$ cat config.mk
export PLATFORM = sky130hd
export DESIGN_NAME = reset_seq_ctrlr
export DESIGN_NICKNAME = d
export VERILOG_FILES = /design/src/rtl/reset_seq_ctrlr.sv
export SDC_FILE = /design/constraint.sdc
export NUM_CORES = 1
export LEC_CHECK = 0
export CORE_UTILIZATION = 40
export CTS_CLUSTER_DIAMETER = 100
export DETAILED_ROUTE_END_ITERATION = 7
export GPL_ROUTABILITY_DRIVEN = 0
export PLACE_DENSITY = 0.61
export SETUP_SLACK_MARGIN = 0.05
export SYNTH_ARGS = -nofsm -noshare
export SYNTH_HDL_FRONTEND = slang
export SYNTH_SLANG_ARGS = --single-unit
$ cat constraint.sdc
create_clock -name in_clk -period 4.8 [get_ports in_clk]
set_clock_uncertainty 0.15 [all_clocks]
set_input_delay 0.72 -clock in_clk [delete_from_list [all_inputs] [get_ports in_clk]]
set_output_delay 0.72 -clock in_clk [all_outputs]
set_load 0.01 [all_outputs]
$ cat src/rtl/reset_seq_ctrlr.sv
// -----------------------------------------------------------------------------
// reset_seq_ctrlr
//   Generates NUM_CH active-high reset outputs from a single board reset.
//   All outputs assert asynchronously with in_rst_n. They are released
//   synchronously, one channel at a time in index order. The sequence starts
//   only after a hold period in which the synchronised reset release and the
//   synchronised PLL lock are both present and no soft reset is requested.
//   Loss of lock or a soft reset after the first release aborts the sequence
//   and re-asserts every channel.
//
// Ports
//   in_clk      : system clock; all logic runs in this domain
//   in_rst_n    : async active-low board reset (release is synchronised)
//   in_lock     : async PLL/DCM lock; synchronised internally; 0 forces reset
//   in_soft_rst : sync active-high soft reset request, level-sensitive
//   out_rst     : per-channel reset, active-high, ch0 released first
//   out_busy    : 1 while any channel is still asserted (registered)
//   out_done    : 1 once all channels are released (registered)
// -----------------------------------------------------------------------------
module reset_seq_ctrlr #(
    parameter int NUM_CH      = 3,
    parameter int CNT_W       = 16,
    parameter int HOLD_CYCLES = 1024,
    parameter int STAGE_GAP   = 16,
    parameter int SYNC_STAGES = 2
) (
    input  logic              in_clk,
    input  logic              in_rst_n,
    input  logic              in_lock,
    input  logic              in_soft_rst,
    output logic [NUM_CH-1:0] out_rst,
    output logic              out_busy,
    output logic              out_done
);

    localparam int IDX_W = (NUM_CH > 1) ? $clog2(NUM_CH) : 1;

    localparam logic [CNT_W-1:0]  HOLD_LAST = CNT_W'(HOLD_CYCLES - 1);
    localparam logic [CNT_W-1:0]  GAP_LAST  = CNT_W'(STAGE_GAP - 1);
    // Index of the channel released just before the final one.
    localparam logic [IDX_W-1:0]  LAST_IDX  = IDX_W'((NUM_CH > 1) ? (NUM_CH - 2) : 0);
    localparam logic [NUM_CH-1:0] ALL_SET   = '1;

    typedef enum logic [1:0] {
        ST_ASSERT,
        ST_RELEASE,
        ST_DONE
    } state_e;

    // -------------------------------------------------------------------------
    // Synchronisers: reset release shifts in 1, lock shifts in in_lock.
    // Both clear to 0 so a board reset also drops the qualified lock.
    // -------------------------------------------------------------------------
    logic [SYNC_STAGES-1:0] rst_sync_q;
    logic [SYNC_STAGES-1:0] lock_sync_q;
    logic                   rst_ok;
    logic                   lock_s;

    // NOTE: sequential state uses non-blocking assignments only; the async
    // clear gives every flop a defined value without needing a clock.
    always_ff @(posedge in_clk or negedge in_rst_n) begin
        if (!in_rst_n) begin
            rst_sync_q  <= '0;
            lock_sync_q <= '0;
        end else begin
            rst_sync_q  <= {rst_sync_q[SYNC_STAGES-2:0], 1'b1};
            lock_sync_q <= {lock_sync_q[SYNC_STAGES-2:0], in_lock};
        end
    end

    assign rst_ok = rst_sync_q[SYNC_STAGES-1];
    assign lock_s = lock_sync_q[SYNC_STAGES-1];

    // -------------------------------------------------------------------------
    // Sequencer
    // -------------------------------------------------------------------------
    state_e             state_q, state_d;
    logic [CNT_W-1:0]   cnt_q,   cnt_d;
    logic [IDX_W-1:0]   idx_q,   idx_d;
    logic [NUM_CH-1:0]  rst_q,   rst_d;
    logic               busy_q;
    logic               done_q;
    logic               abort;

    assign abort = !lock_s || in_soft_rst;

    // NOTE: every next-state signal takes a default first, so no path through
    // this block can leave one unassigned and infer a latch.
    always_comb begin
        state_d = state_q;
        cnt_d   = cnt_q;
        idx_d   = idx_q;
        rst_d   = rst_q;

        unique case (state_q)
            ST_ASSERT: begin
                rst_d = ALL_SET;
                if (rst_ok && lock_s && !in_soft_rst) begin
                    if (cnt_q == HOLD_LAST) begin
                        cnt_d   = '0;
                        idx_d   = '0;
                        rst_d   = ALL_SET << 1;   // release ch0
                        state_d = (NUM_CH == 1) ? ST_DONE : ST_RELEASE;
                    end else begin
                        cnt_d = cnt_q + CNT_W'(1);
                    end
                end else begin
                    // Any disqualifying input restarts the hold from zero.
                    cnt_d = '0;
                end
            end

            ST_RELEASE: begin
                // Abort wins over a release falling on the same edge.
                if (abort) begin
                    state_d = ST_ASSERT;
                    rst_d   = ALL_SET;
                    cnt_d   = '0;
                    idx_d   = '0;
                end else if (cnt_q == GAP_LAST) begin
                    cnt_d = '0;
                    idx_d = idx_q + IDX_W'(1);
                    // Released channels are always the low bits, so shifting
                    // in one more zero releases channel idx+1.
                    rst_d = rst_q << 1;
                    if (idx_q == LAST_IDX) begin
                        state_d = ST_DONE;
                    end
                end else begin
                    cnt_d = cnt_q + CNT_W'(1);
                end
            end

            ST_DONE: begin
                if (abort) begin
                    state_d = ST_ASSERT;
                    rst_d   = ALL_SET;
                    cnt_d   = '0;
                    idx_d   = '0;
                end
            end

            default: begin
                state_d = ST_ASSERT;
                rst_d   = ALL_SET;
                cnt_d   = '0;
                idx_d   = '0;
            end
        endcase
    end

    always_ff @(posedge in_clk or negedge in_rst_n) begin
        if (!in_rst_n) begin
            state_q <= ST_ASSERT;
            cnt_q   <= '0;
            idx_q   <= '0;
            rst_q   <= ALL_SET;
            busy_q  <= 1'b1;
            done_q  <= 1'b0;
        end else begin
            state_q <= state_d;
            cnt_q   <= cnt_d;
            idx_q   <= idx_d;
            rst_q   <= rst_d;
            // Status flags are registered from the next-state values so they
            // change on the same edge as out_rst.
            busy_q  <= |rst_d;
            done_q  <= (state_d == ST_DONE);
        end
    end

    assign out_rst  = rst_q;
    assign out_busy = busy_q;
    assign out_done = done_q;

endmodule

==> impl_results.md, run 1 <==
* Result of the run: finished clean
* Hold path startpoint: lock_sync_q[0]
* Post-CTS Setup Repair Bufs at 0
* Crit path max-delay family: simple AND/OR/NAND/NOR gates
* Syn nets at 171
* Total global routing track utilization at 0.182
* Category of the worst setup path capture point: flop
* Vertical die dimension at 64.1 um
* Number of instances in the synthesized netlist at 165
* Non-Filler Cell Area, Final at 1750 sq um
* Total Nets Final at 182
* Number of hold buffers added after cts at 0
* Insertion delay of the later-clocked pin in the worst-skew pair at 0.28 ns
* Library cells used by synthesis at 40
* R2R Setup Slk at 2.29 ns
* Area of the mapped netlist at 1540 sq um
* Number of placed I/O pins at 9
* Class of the most critical hold timing path: flop to flop
* Worst Hold Path Cells at 0
* Total Neg Setup Slack at 0 ns
* Post-route setup slack at 2.19 ns
* Actual slew at the worst max-slew pin at 0.797 ns
* Width of the die at 64.1 um
* Path length in cells of the critical path at 6
* Post-detail-place hpwl at 2.15 mm
* Final hold viol count at 0
* Number of max-cap violations at 0
* IR Drop Worst-Case VDD at 0.116 mV
* Total placed instance area at 1660 sq um
* Share of the yosys chip area belonging to registers at 0.473
* Total power density per cell area at 274 nW/um^2
* Via count of the routed design at 1201
* Post-cts repair resize count at 0
* Final Setup Violations at 0
* Number of clock sinks at 29
* Final global-route overflow total at 0
* Number of antenna violations at the first check in global routing at 0
* Highest-count cells in the layout ignoring fill and taps: nand2_1, dfrtp_1, o22ai_1
* Largest stage delay on the critical path at 0.51 ns
* Number of iterations in the first detailed-routing pass at 4
* Routed WL per cell at 13.5 um
* Number of buffers created by CTS at 5
* Effective utilization at floorplan at 0.419
* Worst path arrival time at 2.67 ns
* Share of cells above drive strength 1 at 0.130
* Number of inserted diodes at 0
* Leakage power at 0.755 nW
* Die outline area at 4110 sq um
* Synth warn at 0
* Standard cell with the maximum stage delay on the critical path: or3b_2
* Number of remaining DRC errors at 0
* Maximum number of pins on one net before global-route repair at 30
* Post-Synthesis Mean Instance Area at 9.36 sq um
* First element of the critical path: in_soft_rst
* Most frequent standard cell in the layout excluding fill and tap cells: nand2_1
* Number of buffers and inverters on the critical path at 1
* Port-buffer cells at 8
* Via count of the first global-routing pass at 1254
* Vias per std cell at 5.34
* Capture point of the worst reg-to-reg path: cnt_q[12]
* Growth of design area from synthesis to finish at 13.4%
* Worst Path Max Fanout at 15
* Setup repair after global routing missed its margin: false
* Worst-path clk slew at 0.06 ns
* Worst Hold End: lock_sync_q[1]
* Data required time of the worst path at 4.85 ns
* Post-synthesis sequential element count at 29
* Sort of element at the start of the critical path: primary input
* Tcrit/Tclk final at 0.545
* Timing-limited maximum frequency at 382 MHz
* Number of routed nets with antenna violations at 0
* Pre-CTS setup slack at 1.89 ns
* Minimum clock period at 2.61 ns
* Std-Cell Rows at 22
* Clk buf depth at 2
* Global-route wire length before repair at 5.59 mm
* Total count of max-transition violations in the final report at 0
* Clock tree from TritonCTS: built
* Start of the worst register-to-register path: cnt_q[0]
* Clock root buffer: clkbuf_8
* Worst reg-to-reg path cell count at 6
* CP cell instances: clkdlybuf4s50_1 -> nand2b_1 -> or3b_2 -> nor2_4 -> o221ai_1 -> a221o_1
* Count of H-tree levels built during CTS at 2
* Max_slew headroom at 0.468
* DR iter-0 viols at 63
* Area inside the core boundary at 3690 sq um
* Total wire length after detailed routing at 3.03 mm
* Worst setup path class: primary input to flop
==> flip-flops by register name, indices dropped and copies added (netlist names) <==
| signal | flops |
|---|---|
| cnt_q | 16 |
| idx_q | 2 |
| lock_sync_q | 2 |
| out_busy | 1 |
| out_done | 1 |
| out_rst | 3 |
| rst_sync_q | 2 |
| state_q | 2 |
==> cells by family after synthesis <==
| family | count (synthesis) | share of synthesized area |
|---|---|---|
| muxes | 2 | 0.0130 |
| and+or+nand+nor | 85 | 0.309 |
| DFF | 29 | 0.473 |
| AOI/OAI and AO/OA | 30 | 0.121 |
| xor gates and xnor gates | 5 | 0.0284 |
| buffers and inverters | 11 | 0.0373 |
| adders and majority gates | 2 | 0.0162 |
| other | 1 | 0.00243 |
==> power by group <==
group	leakage, nW	internal [mW]	switching [mW]
registers	0.381	0.251	0.00519
clock network	0.0455	0.117	0.0882
logic	0.329	0.00843	0.0100
==> how the worst max path moves through the flow <==
stage,to
floorplan,out_busy
global placement,out_busy
detailed placement,cnt_q[12]
CTS,out_busy
global route,cnt_q[15]
finish,out_busy
==> through the flow <==
stage | hold slack [ns] | cells | util | power, mW
final | 0.197 | 225 | 0.475 | 0.479
after global routing | 0.221 | 225 | 0.475 | 0.499
after CTS | 0.199 | 225 | 0.475 | 0.485
after detailed placement | 0.185 | 217 | 0.450 | 0.279
after global placement | 0.183 | 217 | 0.450 | 0.279
after floorplan | 0.181 | 165 | - | 0.269
==> synth_stat cells <==
| cell | n | area (sq um) |
|---|---|---|
| nor4_4 | 1 | 21.3 |
| o21ai_1 | 3 | 15.0 |
| and4_1 | 2 | 17.5 |
| or4_1 | 2 | 15.0 |
| xnor2_1 | 5 | 43.8 |
| nand4_1 | 3 | 18.8 |
| clkbuf_1 | 3 | 11.3 |
| and4b_1 | 1 | 10.0 |
| a211oi_2 | 1 | 12.5 |
| nor3_2 | 1 | 10.0 |
| nor2b_1 | 3 | 18.8 |
| conb_1 | 1 | 3.75 |
| or3b_2 | 2 | 17.5 |
| buf_2 | 1 | 5.00 |
| nand2_2 | 1 | 6.26 |
| and3b_1 | 1 | 8.76 |
| or2_2 | 3 | 18.8 |
| nor3_1 | 7 | 35.0 |
| nor4_1 | 1 | 6.26 |
| mux2i_1 | 2 | 20.0 |
| o221ai_1 | 1 | 8.76 |
| inv_1 | 5 | 18.8 |
| nand2b_1 | 1 | 6.26 |
| ha_1 | 2 | 25.0 |
| and3_1 | 2 | 12.5 |
| dfrtp_1 | 25 | 626 |
| buf_6 | 2 | 22.5 |
| dfstp_2 | 4 | 105 |
| and2_1 | 8 | 50.1 |
| a21oi_1 | 4 | 20.0 |
| nand3_1 | 4 | 20.0 |
| nor2_1 | 9 | 33.8 |
| o21a_1 | 3 | 22.5 |
| nand2_1 | 28 | 105 |
| o22ai_1 | 10 | 62.6 |
| or4_4 | 1 | 11.3 |
| a221o_1 | 1 | 10.0 |
| o21ai_0 | 7 | 35.0 |
| nor2_4 | 1 | 11.3 |
| nor3b_1 | 3 | 22.5 |
==> layout make-up <==
type	instances	area, sq um
multi-input cells	125	756
clock buffers	8	90.1
well taps	48	60.1
flip-flops and latches	29	731
fillers	353	1940
repair buffers	10	95.1
inverters	5	18.8
==> routing by layer <==
layer	global-route usage	routed length, um	part of all wire
met5	0	0	0
met4	0.108	65	0.021
met2	0.294	1450	0.48
met3	0.0446	94	0.031
met1	0.219	1420	0.47
(Power assumes the default switching activity.)
==> run 2: changes to the inputs <==
--- a/config.mk
+++ b/config.mk
@@ -9,7 +9,7 @@
 export CTS_CLUSTER_DIAMETER = 100
 export DETAILED_ROUTE_END_ITERATION = 7
 export GPL_ROUTABILITY_DRIVEN = 0
-export PLACE_DENSITY = 0.61
+export PLACE_DENSITY = 0.63
 export SETUP_SLACK_MARGIN = 0.05
 export SYNTH_ARGS = -nofsm -noshare
 export SYNTH_HDL_FRONTEND = slang
==> constraint.sdc (replaced) <==
create_clock -name in_clk -period 2.25 [get_ports in_clk]
set_clock_uncertainty 0.15 [all_clocks]
set_input_delay 0.3375 -clock in_clk [delete_from_list [all_inputs] [get_ports in_clk]]
set_output_delay 0.3375 -clock in_clk [all_outputs]
set_load 0.01 [all_outputs]
==> impl_results.md, run 2 (synthesis results as in run 1) <==
* Hold path startpoint: lock_sync_q[0]
* Data required time of the worst path at 2.26 ns
* Via count of the first global-routing pass at 1248
* Number of iterations in the first detailed-routing pass at 4
* Timing-limited maximum frequency at 454 MHz
* Routed WL per cell at 14.4 um
* Number of clock sinks at 29
* Vias per std cell at 5.24
* Highest-count cells in the layout ignoring fill and taps: nand2_1, dfrtp_1, buf_4
* Total Nets Final at 199
* Placed cells at 232
* CP cell instances: or4_4 -> nor4_4 -> buf_4 -> nor2_4 -> buf_12 -> o22ai_2 -> o21ai_1
* Total power density per cell area at 520 nW/um^2
* Number of inserted diodes at 0
* Number of routed nets with antenna violations at 0
* Number of placed I/O pins at 9
* Non-filler instance count after layout at 242
* Maximum number of pins on one net before global-route repair at 30
* Class of the most critical hold timing path: flop to flop
* DR iter-0 viols at 60
* Number of antenna violations at the first check in global routing at 0
* Die outline area at 4110 sq um
* Total placed instance area at 1780 sq um
* Worst path arrival time at 2.21 ns
* Most flops, register: cnt_q
* Worst setup path class: flop to flop
* Worst-path clk slew at 0.07 ns
* Post-detail-place hpwl at 2.29 mm
* Growth of design area from synthesis to finish at 30.1%
* Category of the worst setup path capture point: flop
* Std-Cell Rows at 22
* Pre-CTS setup slack at 0.00226 ns
* Total Neg Setup Slack at 0 ns
* Count of H-tree levels built during CTS at 2
* Leakage power at 0.980 nW
* Result of the run: finished clean
* Final core utilization at 0.544
* Via count of the routed design at 1267
* Final Setup Violations at 0
* Tcrit/Tclk final at 0.980
* Area inside the core boundary at 3690 sq um
* IR Drop Worst-Case VDD at 0.301 mV
* Non-Filler Cell Area, Final at 2010 sq um
* Number of remaining DRC errors at 0
* Clock tree from TritonCTS: built
* Vertical die dimension at 64.1 um
* Overall power of the completed layout at 1.04 mW
* Post-route setup slack at 0.0457 ns
* Final global-route overflow total at 0
* Final hold viol count at 0
* Number of max-cap violations at 0
* Total global routing track utilization at 0.186
* Insertion delay of the later-clocked pin in the worst-skew pair at 0.28 ns
* Start of the worst register-to-register path: cnt_q[10]
* Total count of max-transition violations in the final report at 0
* Number of buffers created by CTS at 5
* Worst Path Max Fanout at 6
* Global-route wire length before repair at 5.78 mm
* Clock root buffer: clkbuf_8
* Sort of element at the start of the critical path: flop
* Total wire length after detailed routing at 3.48 mm
* Setup repair after global routing missed its margin: true
* Minimum clock period at 2.20 ns
* Clk buf depth at 2
* Flip-flop count of the largest register after layout at 16
* Port-buffer cells at 8
* Share of cells above drive strength 1 at 0.289
* Width of the die at 64.1 um
* First element of the critical path: cnt_q[10]
* Layout fillers at 356
* Effective utilization at floorplan at 0.419
* Largest stage delay on the critical path at 0.57 ns
* Most frequent standard cell in the layout excluding fill and tap cells: nand2_1
* Final Hold Slack at 0.186 ns
* Standard cell with the maximum stage delay on the critical path: or4_4
run 2: cell count changes in the layout (fill, tap and decap cells not counted), sizes merged:
cell / before / now
buf: 2 / 18
clkbuf: 8 / 9
run 2: what timing repair did:
action	CTS	global route
gates cloned	0	1
buffers inserted	1	0
pin swaps	2	20
setup endpoints to repair	6	21
gates resized for setup	6	22
hold buffers	0	0
run 2: report_power, final:
part	leakage [nW]	internal, mW	total, mW	switching, mW
logic	0.554	0.0296	0.0590	0.0294
registers	0.381	0.535	0.548	0.0136
clock network	0.0455	0.249	0.436	0.187
run 2: cell type report:
type	instances	area (sq um)	share of cell area
repair buffers	27	253	0.126
multi-input cells	125	856	0.426
flip-flops and latches	29	731	0.364
clock buffers	8	90.1	0.0449
well taps	48	60.1	0.0299
inverters	5	18.8	0.00935
run 2: final timing paths:
check / to / slack [ns] / depth (start not counted)
setup / recovery: cnt_q[6] / 0.05 / 7
setup reg to reg: cnt_q[6] / 0.05 / 7
hold reg to reg: lock_sync_q[1] / 0.19 / 0
hold / removal: lock_sync_q[1] / 0.19 / 0
max in group asynchronous: out_rst[1] / 1.35 / 2
min in group asynchronous: out_done / 0.28 / 2
run 2: critical path: cells and delay by family, from the launching register on:
| family | cells | cell delay [ns] |
|---|---|---|
| compound gates | 2 | 0.22 |
| flops | 1 | 0.38 |
| buf+inv | 2 | 0.33 |
| simple gates | 3 | 0.99 |
run 2: layer usage:
| layer | vias to the layer above | part of all wire | track usage |
|---|---|---|---|
| met5 | - | 0 | 0 |
| met4 | 0 | 0.015 | 0.0778 |
| met3 | 6 | 0.041 | 0.0554 |
| met2 | 24 | 0.47 | 0.295 |
| met1 | 598 | 0.48 | 0.236 |
| li1 | 639 | - | - |
==> run 3: changes to the inputs <==
--- a/config.mk
+++ b/config.mk
@@ -5,11 +5,11 @@
 export SDC_FILE = /design/constraint.sdc
 export NUM_CORES = 1
 export LEC_CHECK = 0
-export CORE_UTILIZATION = 40
+export CORE_UTILIZATION = 49
 export CTS_CLUSTER_DIAMETER = 100
 export DETAILED_ROUTE_END_ITERATION = 7
 export GPL_ROUTABILITY_DRIVEN = 0
-export PLACE_DENSITY = 0.63
+export PLACE_DENSITY = 0.74
 export SETUP_SLACK_MARGIN = 0.05
 export SYNTH_ARGS = -nofsm -noshare
 export SYNTH_HDL_FRONTEND = slang
==> impl_results.md, run 3 (synthesis results as in run 1) <==
* Share of cells above drive strength 1 at 0.256
* Minimum clock period at 2.21 ns
* Worst setup path class: flop to flop
* Std-Cell Rows at 20
* Data required time of the worst path at 2.36 ns
* Flip-flop count of the largest register after layout at 16
* Post-route setup slack at 0.0359 ns
* Final hold viol count at 0
* Worst path arrival time at 2.32 ns
* Category of the worst setup path capture point: flop
* Post-detail-place hpwl at 2.38 mm
* Number of iterations in the first detailed-routing pass at 4
* Hold path startpoint: lock_sync_q[0]
* Tcrit/Tclk final at 0.984
* Setup repair after global routing missed its margin: true
* Final Setup Violations at 0
* Via count of the routed design at 1305
* Number of buffers created by CTS at 5
* Area inside the core boundary at 3030 sq um
* Sort of element at the start of the critical path: flop
* Routed WL per cell at 14.1 um
* Number of antenna violations at the first check in global routing at 0
* Highest-count cells in the layout ignoring fill and taps: nand2_1, dfrtp_1, buf_4
* Most flops, register: cnt_q
* Insertion delay of the later-clocked pin in the worst-skew pair at 0.34 ns
* Start of the worst register-to-register path: cnt_q[10]
* Vias per std cell at 5.46
* Number of clock sinks at 29
* Clk buf depth at 2
* Worst reg-to-reg path cell count at 5
* Final Hold Slack at 0.215 ns
* Capture point of the worst reg-to-reg path: out_busy
* Total global routing track utilization at 0.227
* Number of max-cap violations at 0
* Clock tree from TritonCTS: built
* IR Drop Worst-Case VDD at 0.230 mV
* Final global-route overflow total at 0
* Count of H-tree levels built during CTS at 2
* Total wire length after detailed routing at 3.37 mm
* Total power density per cell area at 480 nW/um^2
* Maximum number of pins on one net before global-route repair at 30
* Layout fillers at 247
* Result of the run: finished clean
* Worst-path clk slew at 0.10 ns
* Clock root buffer: clkbuf_4
* Number of routed nets with antenna violations at 0
* Port-buffer cells at 8
* Number of inserted diodes at 0
* Pre-CTS setup slack at -0.00799 ns
* Width of the die at 58.1 um
* R2R Setup Slk at 0.04 ns
* Worst Hold Path Cells at 0
* Total Nets Final at 200
* Leakage power at 0.879 nW
* Effective utilization at floorplan at 0.510
* Total Neg Setup Slack at 0 ns
* Class of the most critical hold timing path: flop to flop
* Number of remaining DRC errors at 0
* Via count of the first global-routing pass at 1285
* Die outline area at 3380 sq um
* Worst Path Max Fanout at 3
* Timing-limited maximum frequency at 452 MHz
* Worst Hold End: lock_sync_q[1]
* Growth of design area from synthesis to finish at 22.4%
* DR iter-0 viols at 59
* Number of placed I/O pins at 9
* Most frequent standard cell in the layout excluding fill and tap cells: nand2_1
* Vertical die dimension at 58.1 um
* Global-route wire length before repair at 5.66 mm
* Total count of max-transition violations in the final report at 0
## run 3: cell types whose count changed in the layout (fill, tap and decap cells not counted), sizes merged
cell and change:
buf +2, clkinv +2, clkbuf -4, clkinvlp +1
## run 3: area by class of cell
type	instances	area [sq um]	share of cell area
Clock buffer	5	37.5	0.0199
Inverter	5	18.8	0.00993
Tap cell	44	55.1	0.0291
Multi-Input combinational cell	125	796	0.421
Timing Repair Buffer	28	234	0.124
Sequential cell	29	731	0.387
Clock inverter	3	17.5	0.00927
## run 3: stage by stage
step	cell area (sq um)	instances	total power, mW	util
after floorplan	1550	165	0.574	-
after global placement	1790	230	0.597	0.590
after detailed placement	1790	230	0.601	0.590
after CTS	1860	239	0.910	0.615
after global routing	1890	239	0.941	0.624
final	1890	239	0.907	0.624
## run 3: report_power, final
group / switching (mW) / total [mW] / internal (mW)
logic: 0.0264 / 0.0487 / 0.0223
clock network: 0.194 / 0.312 / 0.118
registers: 0.0128 / 0.546 / 0.534
total: 0.233 / 0.907 / 0.674
## run 3: metal layers
layer | share of wire | track usage
met4 | 0.034 | 0.139
met3 | 0.042 | 0.0603
met2 | 0.48 | 0.366
met5 | 0 | 0
met1 | 0.44 | 0.272
## run 3: critical path, stage by stage (launching register included)
cell     delay, ns
dfrtp_1       0.39
or4_4         0.56
nor4_4        0.34
mux2i_1       0.24
nand2_1       0.09
a221o_1       0.35
## run 3: worst max-delay path by stage
stage                      from        to  slack, ns  depth (start not counted)
floorplan              cnt_q[7]  out_busy      0.007                          5
global placement    in_soft_rst  out_busy       0.06                          6
CTS                   cnt_q[11]  out_busy       0.04                          5
detailed placement  in_soft_rst  out_busy     -0.008                          6
global route          cnt_q[10]  idx_q[0]      -0.06                          7
finish                cnt_q[10]  out_busy       0.04                          5
## run 3: what timing repair did
item                       in CTS  in global routing
setup buffers                   1                  0
pin swaps                       3                  2
hold buffers                    0                  0
gates cloned                    0                  0
resized for setup               3                  7
setup endpoints to repair       1                 21
